File: config.mk
export PLATFORM = sky130hd
export DESIGN_NAME = iq_demod
export DESIGN_NICKNAME = d
export VERILOG_FILES = /design/src/rtl/iq_demod_pkg.sv /design/src/rtl/iq_demod_sat_round.sv /design/src/rtl/iq_demod.sv
export SDC_FILE = /design/constraint.sdc
export NUM_CORES = 2
export LEC_CHECK = 0
export BUFFER_PORTS_ARGS = -buffer_cell sky130_fd_sc_hd__buf_2
export CORE_MARGIN = 2
export CORE_UTILIZATION = 65
export CTS_CLUSTER_SIZE = 30
export DETAILED_ROUTE_END_ITERATION = 8
export GPL_ROUTABILITY_DRIVEN = 0
export PLACE_DENSITY = 0.82
export REMOVE_ABC_BUFFERS = 1
export SLEW_MARGIN = 0
export SYNTH_ARGS = -nofsm -noshare
export SYNTH_HDL_FRONTEND = slang
export SYNTH_SLANG_ARGS = --single-unit
export TNS_END_PERCENT = 50
File: constraint.sdc
create_clock -name clk -period 16.4 [get_ports clk]
set_clock_uncertainty 0.15 [all_clocks]
set_input_delay 2.46 -clock clk [delete_from_list [all_inputs] [get_ports clk]]
set_output_delay 2.46 -clock clk [all_outputs]
set_load 0.01 [all_outputs]
File: src/rtl/iq_demod_pkg.sv
// Shared DSP definitions for the IQ demodulator: widths, FSM encoding, saturation helpers.
// Latency: none (declarations and pure functions only).
// Backpressure: not applicable.
package iq_demod_pkg;

    localparam int DW_DEF = 16;   // sample / LO / output width
    localparam int AW_DEF = 32;   // accumulator width
    localparam int LW_DEF = 12;   // window length width

    typedef enum logic {
        ST_IDLE  = 1'b0,          // no window open
        ST_ACCUM = 1'b1           // window open, counter = samples accepted so far
    } state_t;

    // Two's-complement clip to w bits: [-2^(w-1), 2^(w-1)-1].
    function automatic logic signed [63:0] sat(input logic signed [63:0] x, input int w);
        logic signed [63:0] mx;
        logic signed [63:0] mn;
        mx = (64'sd1 <<< (w - 1)) - 64'sd1;
        mn = -(64'sd1 <<< (w - 1));
        if (x > mx)
            return mx;
        else if (x < mn)
            return mn;
        else
            return x;
    endfunction

    // Symmetric clip to w bits: [-(2^(w-1)-1), 2^(w-1)-1]; most-negative code never produced.
    function automatic logic signed [63:0] sat_sym(input logic signed [63:0] x, input int w);
        logic signed [63:0] mx;
        mx = (64'sd1 <<< (w - 1)) - 64'sd1;
        if (x > mx)
            return mx;
        else if (x < -mx)
            return -mx;
        else
            return x;
    endfunction

endpackage

File: src/rtl/iq_demod_sat_round.sv
// Round-half-up arithmetic right shift of an accumulator followed by symmetric saturation.
// Latency: combinational; the caller registers the result.
// Backpressure: none, evaluates every cycle.
module sat_round
    import iq_demod_pkg::*;
#(
    parameter int DW = DW_DEF,
    parameter int AW = AW_DEF
) (
    input  logic signed [AW-1:0] acc,
    input  logic        [3:0]    shift,
    output logic signed [DW-1:0] y,
    output logic                 clip
);

    // One extra bit so adding the rounding bias can never wrap.
    logic signed [AW:0] ext;
    logic signed [AW:0] bias;
    logic signed [AW:0] sum;
    logic signed [AW:0] rsh;
    logic signed [63:0] wide;
    logic signed [63:0] clipped;

    // Bias is 2^(shift-1), which (1<<shift)>>1 yields, and is zero when shift is 0.
    always_comb begin
        ext     = {acc[AW-1], acc};
        bias    = ({{AW{1'b0}}, 1'b1} << shift) >> 1;
        sum     = ext + bias;
        rsh     = sum >>> shift;
        wide    = {{(63 - AW){rsh[AW]}}, rsh};
        clipped = sat_sym(wide, DW);
        y       = clipped[DW-1:0];
        clip    = (clipped != wide);
    end

endmodule

File: src/rtl/iq_demod.sv
// Windowed IQ demodulator: multiplies adc by cos/sin, integrates over len samples, rounds/shifts/saturates.
// Latency: last sample of a window accepted in cycle t -> out_valid in cycle t+3.
// Backpressure: none; run=0 pauses the window, outputs are a one-cycle strobe that cannot be stalled.
module iq_demod
    import iq_demod_pkg::*;
#(
    parameter int DW = DW_DEF,
    parameter int AW = AW_DEF,
    parameter int LW = LW_DEF
) (
    input  logic                 clk,
    input  logic                 rst,
    input  logic signed [DW-1:0] adc,
    input  logic signed [DW-1:0] cos,
    input  logic signed [DW-1:0] sin,
    input  logic                 run,
    input  logic        [LW-1:0] len,
    input  logic        [3:0]    shift,
    output logic signed [DW-1:0] i_out,
    output logic signed [DW-1:0] q_out,
    output logic                 out_valid,
    output logic                 out_sat
);

    // Window control
    state_t          state;
    logic [LW-1:0]   cnt;
    logic [LW-1:0]   len_r;
    logic [3:0]      shift_r;

    // Stage 1: products and window tags
    logic signed [2*DW-1:0] pi_r;
    logic signed [2*DW-1:0] pq_r;
    logic                   s1_vld;
    logic                   s1_first;
    logic                   s1_last;
    logic [3:0]             s1_shift;

    // Stage 2: accumulators; s2_vld marks a completed window sitting in acc_*
    logic signed [AW-1:0]   sc_i;
    logic signed [AW-1:0]   sc_q;
    logic signed [AW-1:0]   acc_i;
    logic signed [AW-1:0]   acc_q;
    logic                   s2_vld;
    logic [3:0]             s2_shift;

    // Stage 3 inputs
    logic signed [DW-1:0]   y_i;
    logic signed [DW-1:0]   y_q;
    logic                   clip_i;
    logic                   clip_q;

    // The shift travels with the window's samples so a new window that latches a
    // different shift cannot affect the result of the one still draining.
    always_ff @(posedge clk) begin
        if (rst) begin
            state    <= ST_IDLE;
            cnt      <= '0;
            len_r    <= '0;
            shift_r  <= '0;
            pi_r     <= '0;
            pq_r     <= '0;
            s1_vld   <= 1'b0;
            s1_first <= 1'b0;
            s1_last  <= 1'b0;
            s1_shift <= '0;
        end else begin
            s1_vld   <= run;
            s1_first <= 1'b0;
            s1_last  <= 1'b0;
            if (run) begin
                pi_r <= (2*DW)'(adc) * (2*DW)'(cos);
                pq_r <= (2*DW)'(adc) * (2*DW)'(sin);
                case (state)
                    ST_IDLE: begin
                        len_r    <= len;
                        shift_r  <= shift;
                        s1_shift <= shift;
                        s1_first <= 1'b1;
                        if (len < LW'(2)) begin
                            s1_last <= 1'b1;
                            cnt     <= '0;
                        end else begin
                            state <= ST_ACCUM;
                            cnt   <= LW'(1);
                        end
                    end
                    ST_ACCUM: begin
                        s1_shift <= shift_r;
                        if (cnt == len_r - LW'(1)) begin
                            s1_last <= 1'b1;
                            state   <= ST_IDLE;
                            cnt     <= '0;
                        end else begin
                            cnt <= cnt + LW'(1);
                        end
                    end
                    default: begin
                        state <= ST_IDLE;
                        cnt   <= '0;
                    end
                endcase
            end
        end
    end

    // Q1.15 x Q1.15 -> keep bits [2DW-2:DW-2] (floor), sign-extended to the accumulator.
    assign sc_i = {{(AW-DW-1){pi_r[2*DW-2]}}, pi_r[2*DW-2:DW-2]};
    assign sc_q = {{(AW-DW-1){pq_r[2*DW-2]}}, pq_r[2*DW-2:DW-2]};

    // Product bits discarded by the scaling above.
    logic unused_prod_bits;
    assign unused_prod_bits = ^{pi_r[2*DW-1], pi_r[DW-3:0], pq_r[2*DW-1], pq_r[DW-3:0]};

    // Load on a window's first sample, accumulate otherwise, hold on idle cycles.
    always_ff @(posedge clk) begin
        if (rst) begin
            acc_i    <= '0;
            acc_q    <= '0;
            s2_vld   <= 1'b0;
            s2_shift <= '0;
        end else begin
            s2_vld <= s1_vld & s1_last;
            if (s1_vld) begin
                acc_i <= s1_first ? sc_i : acc_i + sc_i;
                acc_q <= s1_first ? sc_q : acc_q + sc_q;
                if (s1_last)
                    s2_shift <= s1_shift;
            end
        end
    end

    sat_round #(.DW(DW), .AW(AW)) u_sat_round_i (
        .acc   (acc_i),
        .shift (s2_shift),
        .y     (y_i),
        .clip  (clip_i)
    );

    sat_round #(.DW(DW), .AW(AW)) u_sat_round_q (
        .acc   (acc_q),
        .shift (s2_shift),
        .y     (y_q),
        .clip  (clip_q)
    );

    // Register a finished window's results; they hold until the next strobe.
    always_ff @(posedge clk) begin
        if (rst) begin
            i_out     <= '0;
            q_out     <= '0;
            out_valid <= 1'b0;
            out_sat   <= 1'b0;
        end else begin
            out_valid <= s2_vld;
            if (s2_vld) begin
                i_out   <= y_i;
                q_out   <= y_q;
                out_sat <= clip_i | clip_q;
            end
        end
    end

endmodule

==> results.py <==
metrics = {
    "floorplan": {
        "row_count": 85,
        "fp.dieArea_um2": 56300,
        "io-pin-count": 101,
        "dieHeight_um": 237,
        "core_um2": 53800,
        "die_x_um": 237,
        "start_util": 0.657,
    },
    "cts": {
        "clock-sinks": 173,
        "cts_tree": "yes",
        "holdBufCountCts": 0,
        "numCtsBuffers": 17,
        "path_clk_slew_ps": 70,
        "root_buffer": "clkbuf_16",
        "postCtsSetupBuffers": 0,
        "worstSkewPairLatency_ps": 470,
        "htreeDepth": 4,
        "cts_resized": 0,
        "cts.path.max_buffers": 2,
    },
    "placed_design": {
        "hpwl_mm": 68.2,
        "placed_cells": 4900,
        "pre_cts_slack_ps": 6400,
        "port_buffers": 100,
    },
    "route": {
        "dr.pass1.iters": 8,
        "vias": 30400,
        "drc": 0,
        "ant_nets": 0,
        "drt-initial-drc-count": 2932,
        "vias_per_cell": 6.17,
        "drt_wl_total_mm": 90.9,
        "wl_per_cell_um": 18.4,
    },
    "cells_and_area": {
        "fin_cells": 4930,
        "fin_nets": 5040,
        "drive_gt1_frac": 0.0614,
        "diodes": 0,
        "area_delta_synth_final_pct": 3.48,
    },
    "timing": {
        "worstMarginPinSlew_ps": 1110,
        "relSlewSlack": 0.255,
        "fin_crit_sh": 0.584,
        "max_freq_mhz": 104,
        "hold_violations": 0,
        "rsz0062_at_grt": "false",
        "fin_tns_setup_ps": 0,
        "min_period_ps": 9580,
        "finalWorstSetupSlack_ps": 6820,
        "setup_viol": 0,
        "slew_violations": 0,
    },
    "logic_synthesis": {
        "synth_area_um2": 35400,
        "yosysMostFrequentCell": "inv_1",
        "synthArstFlopShare": 0,
        "avgSynthCellArea_um2": 8.18,
        "synth_top_cell_by_area": "fa_1",
        "netlist-cell-type-count": 108,
        "synth_edf_count": 0,
        "yosysWarnings": 0,
        "synth_cells": 4322,
        "ys.flop_type": "dfxtp_1",
        "yosys-top-cells-area": "fa_1 (29%), dfxtp_1 (9.8%), ha_1 (8.4%)",
        "synth.top_cells.by_count": "inv_1 (595), nand2_1 (527), fa_1 (512)",
        "synth_seq_cells": 173,
        "seq_area_frac_synth": 0.0980,
        "synth_top_area_frac": 0.290,
    },
    "outcome": {
        "status": "finished clean",
    },
    "worst_setup_path": {
        "critPathRequiredTime_ps": 16630,
        "crit_start": "adc[3]",
        "r2r_start": "s2_shift[1]",
        "crit_path_end_kind": "flip-flop",
        "arrival_ps": 9810,
        "critical-path-max-stage-delay_ps": 590,
        "slowest_stage": "buf_2",
        "startpoint_type": "primary input",
        "crit_fanout": 32,
        "crit_type": "primary input to flip-flop",
    },
    "grt": {
        "grt-ovfl-total": 0,
        "grt_pass1_vias": 31200,
        "antenna_found_initial": 0,
        "grt_max_degree": 84,
        "grt_usage": 0.334,
        "grt_pass1_wl_mm": 154,
    },
    "hold_path": {
        "hold_path.startpoint": "shift_r[3]",
        "hp-class": "flip-flop to flip-flop",
    },
    "power": {
        "ir_drop_uv": 291,
        "p_total_uw": 7050,
        "powerDensity_nw_per_um2": 193,
        "total_leakage_power_uw": 0.0169,
    },
    "job": {
        "drv_cap": 0,
    },
}
## state kept, by name, summed over array words and instances, names as in the netlist, 12 cells and up
register  count
q_out        16
pq_r         17
cnt          12
i_out        16
pi_r         17
acc_i        32
acc_q        32
len_r        12
## power by group
| group | internal, uW | switching [uW] | leakage, uW | total, uW |
|---|---|---|---|---|
| Clock | 250 | 182 | 0.000298 | 431 |
| Combinational | 2720 | 3340 | 0.0152 | 6060 |
| Sequential | 488 | 70.2 | 0.00142 | 559 |
## layer usage
layer / routed length, um / global-route usage / vias up
li1: - / - / 14100
met4: 3470 / 0.124 / 0
met2: 43000 / 0.562 / 1359
met1: 36900 / 0.435 / 14700
met3: 7550 / 0.0566 / 298
met5: 0 / 0 / -
## placed cells by master (no fill, tap or decap), drive strengths merged, types with 16 or more instances in the layout
cell    Yosys  routed
fa        512     512
nand4      16      16
a311oi     20      20
o22ai      30      30
dfxtp     173     173
xnor2     122     122
nand2     528     528
xor2       54      54
inv       597     598
o211ai     37      37
nand2b     55      55
nor2      343     343
buf        44     127
a31oi      35      35
ha        238     238
or3        28      28
and2      228     228
clkbuf    201      20
a21oi     173     173
nand3      67      67
o21ai     138     138
a21o       41      41
nor2b      24      24
and3       38      38
mux2i      97      97
nor3       81      81
o21a       28      28
mux2       26      26
o31ai      21      21
a211oi     49      49
## critical path: cells and delay by family
family                     cells  cell delay (ps)
AOI/OAI and AO/OA             10             2580
adders and majority gates      7             2900
buffers and inverters          4              750
and+or+nand+nor                6             1080
## cells by family after synthesis
family	share of synthesized area
mux	0.0453
flops	0.0980
buf+inv	0.0910
simple gates	0.206
compound gates	0.142
fa+ha+maj	0.374
xor+xnor	0.0436
## area by class of cell
class | count | area, um2
fillers | 4331 | 17200
clock buffers | 20 | 467
clock inverters | 10 | 139
repair buffers | 127 | 706
flip-flops and latches | 173 | 3480
inverters | 600 | 2250
multi-input cells | 3304 | 28700
well taps | 696 | 871
## stage by stage
stage	util	cell area, um2	hold slack, ps
4_1_cts	0.680	36600	309
2_1_floorplan	-	34400	280
6_report	0.680	36600	309
5_1_grt	0.680	36600	335
3_3_place_gp	0.669	36000	291
3_5_place_dp	0.669	36000	300
## worst paths after layout
path / endpoint / slack (ps) / depth (start not counted)
setup reg to reg: i_out[5] / 8250 / 22
hold / removal: shift_r[3] / 310 / 2
setup / recovery: pq_r[30] / 6820 / 27
hold reg to reg: shift_r[3] / 310 / 2
No activity file was read; power rests on OpenSTA's default activity.
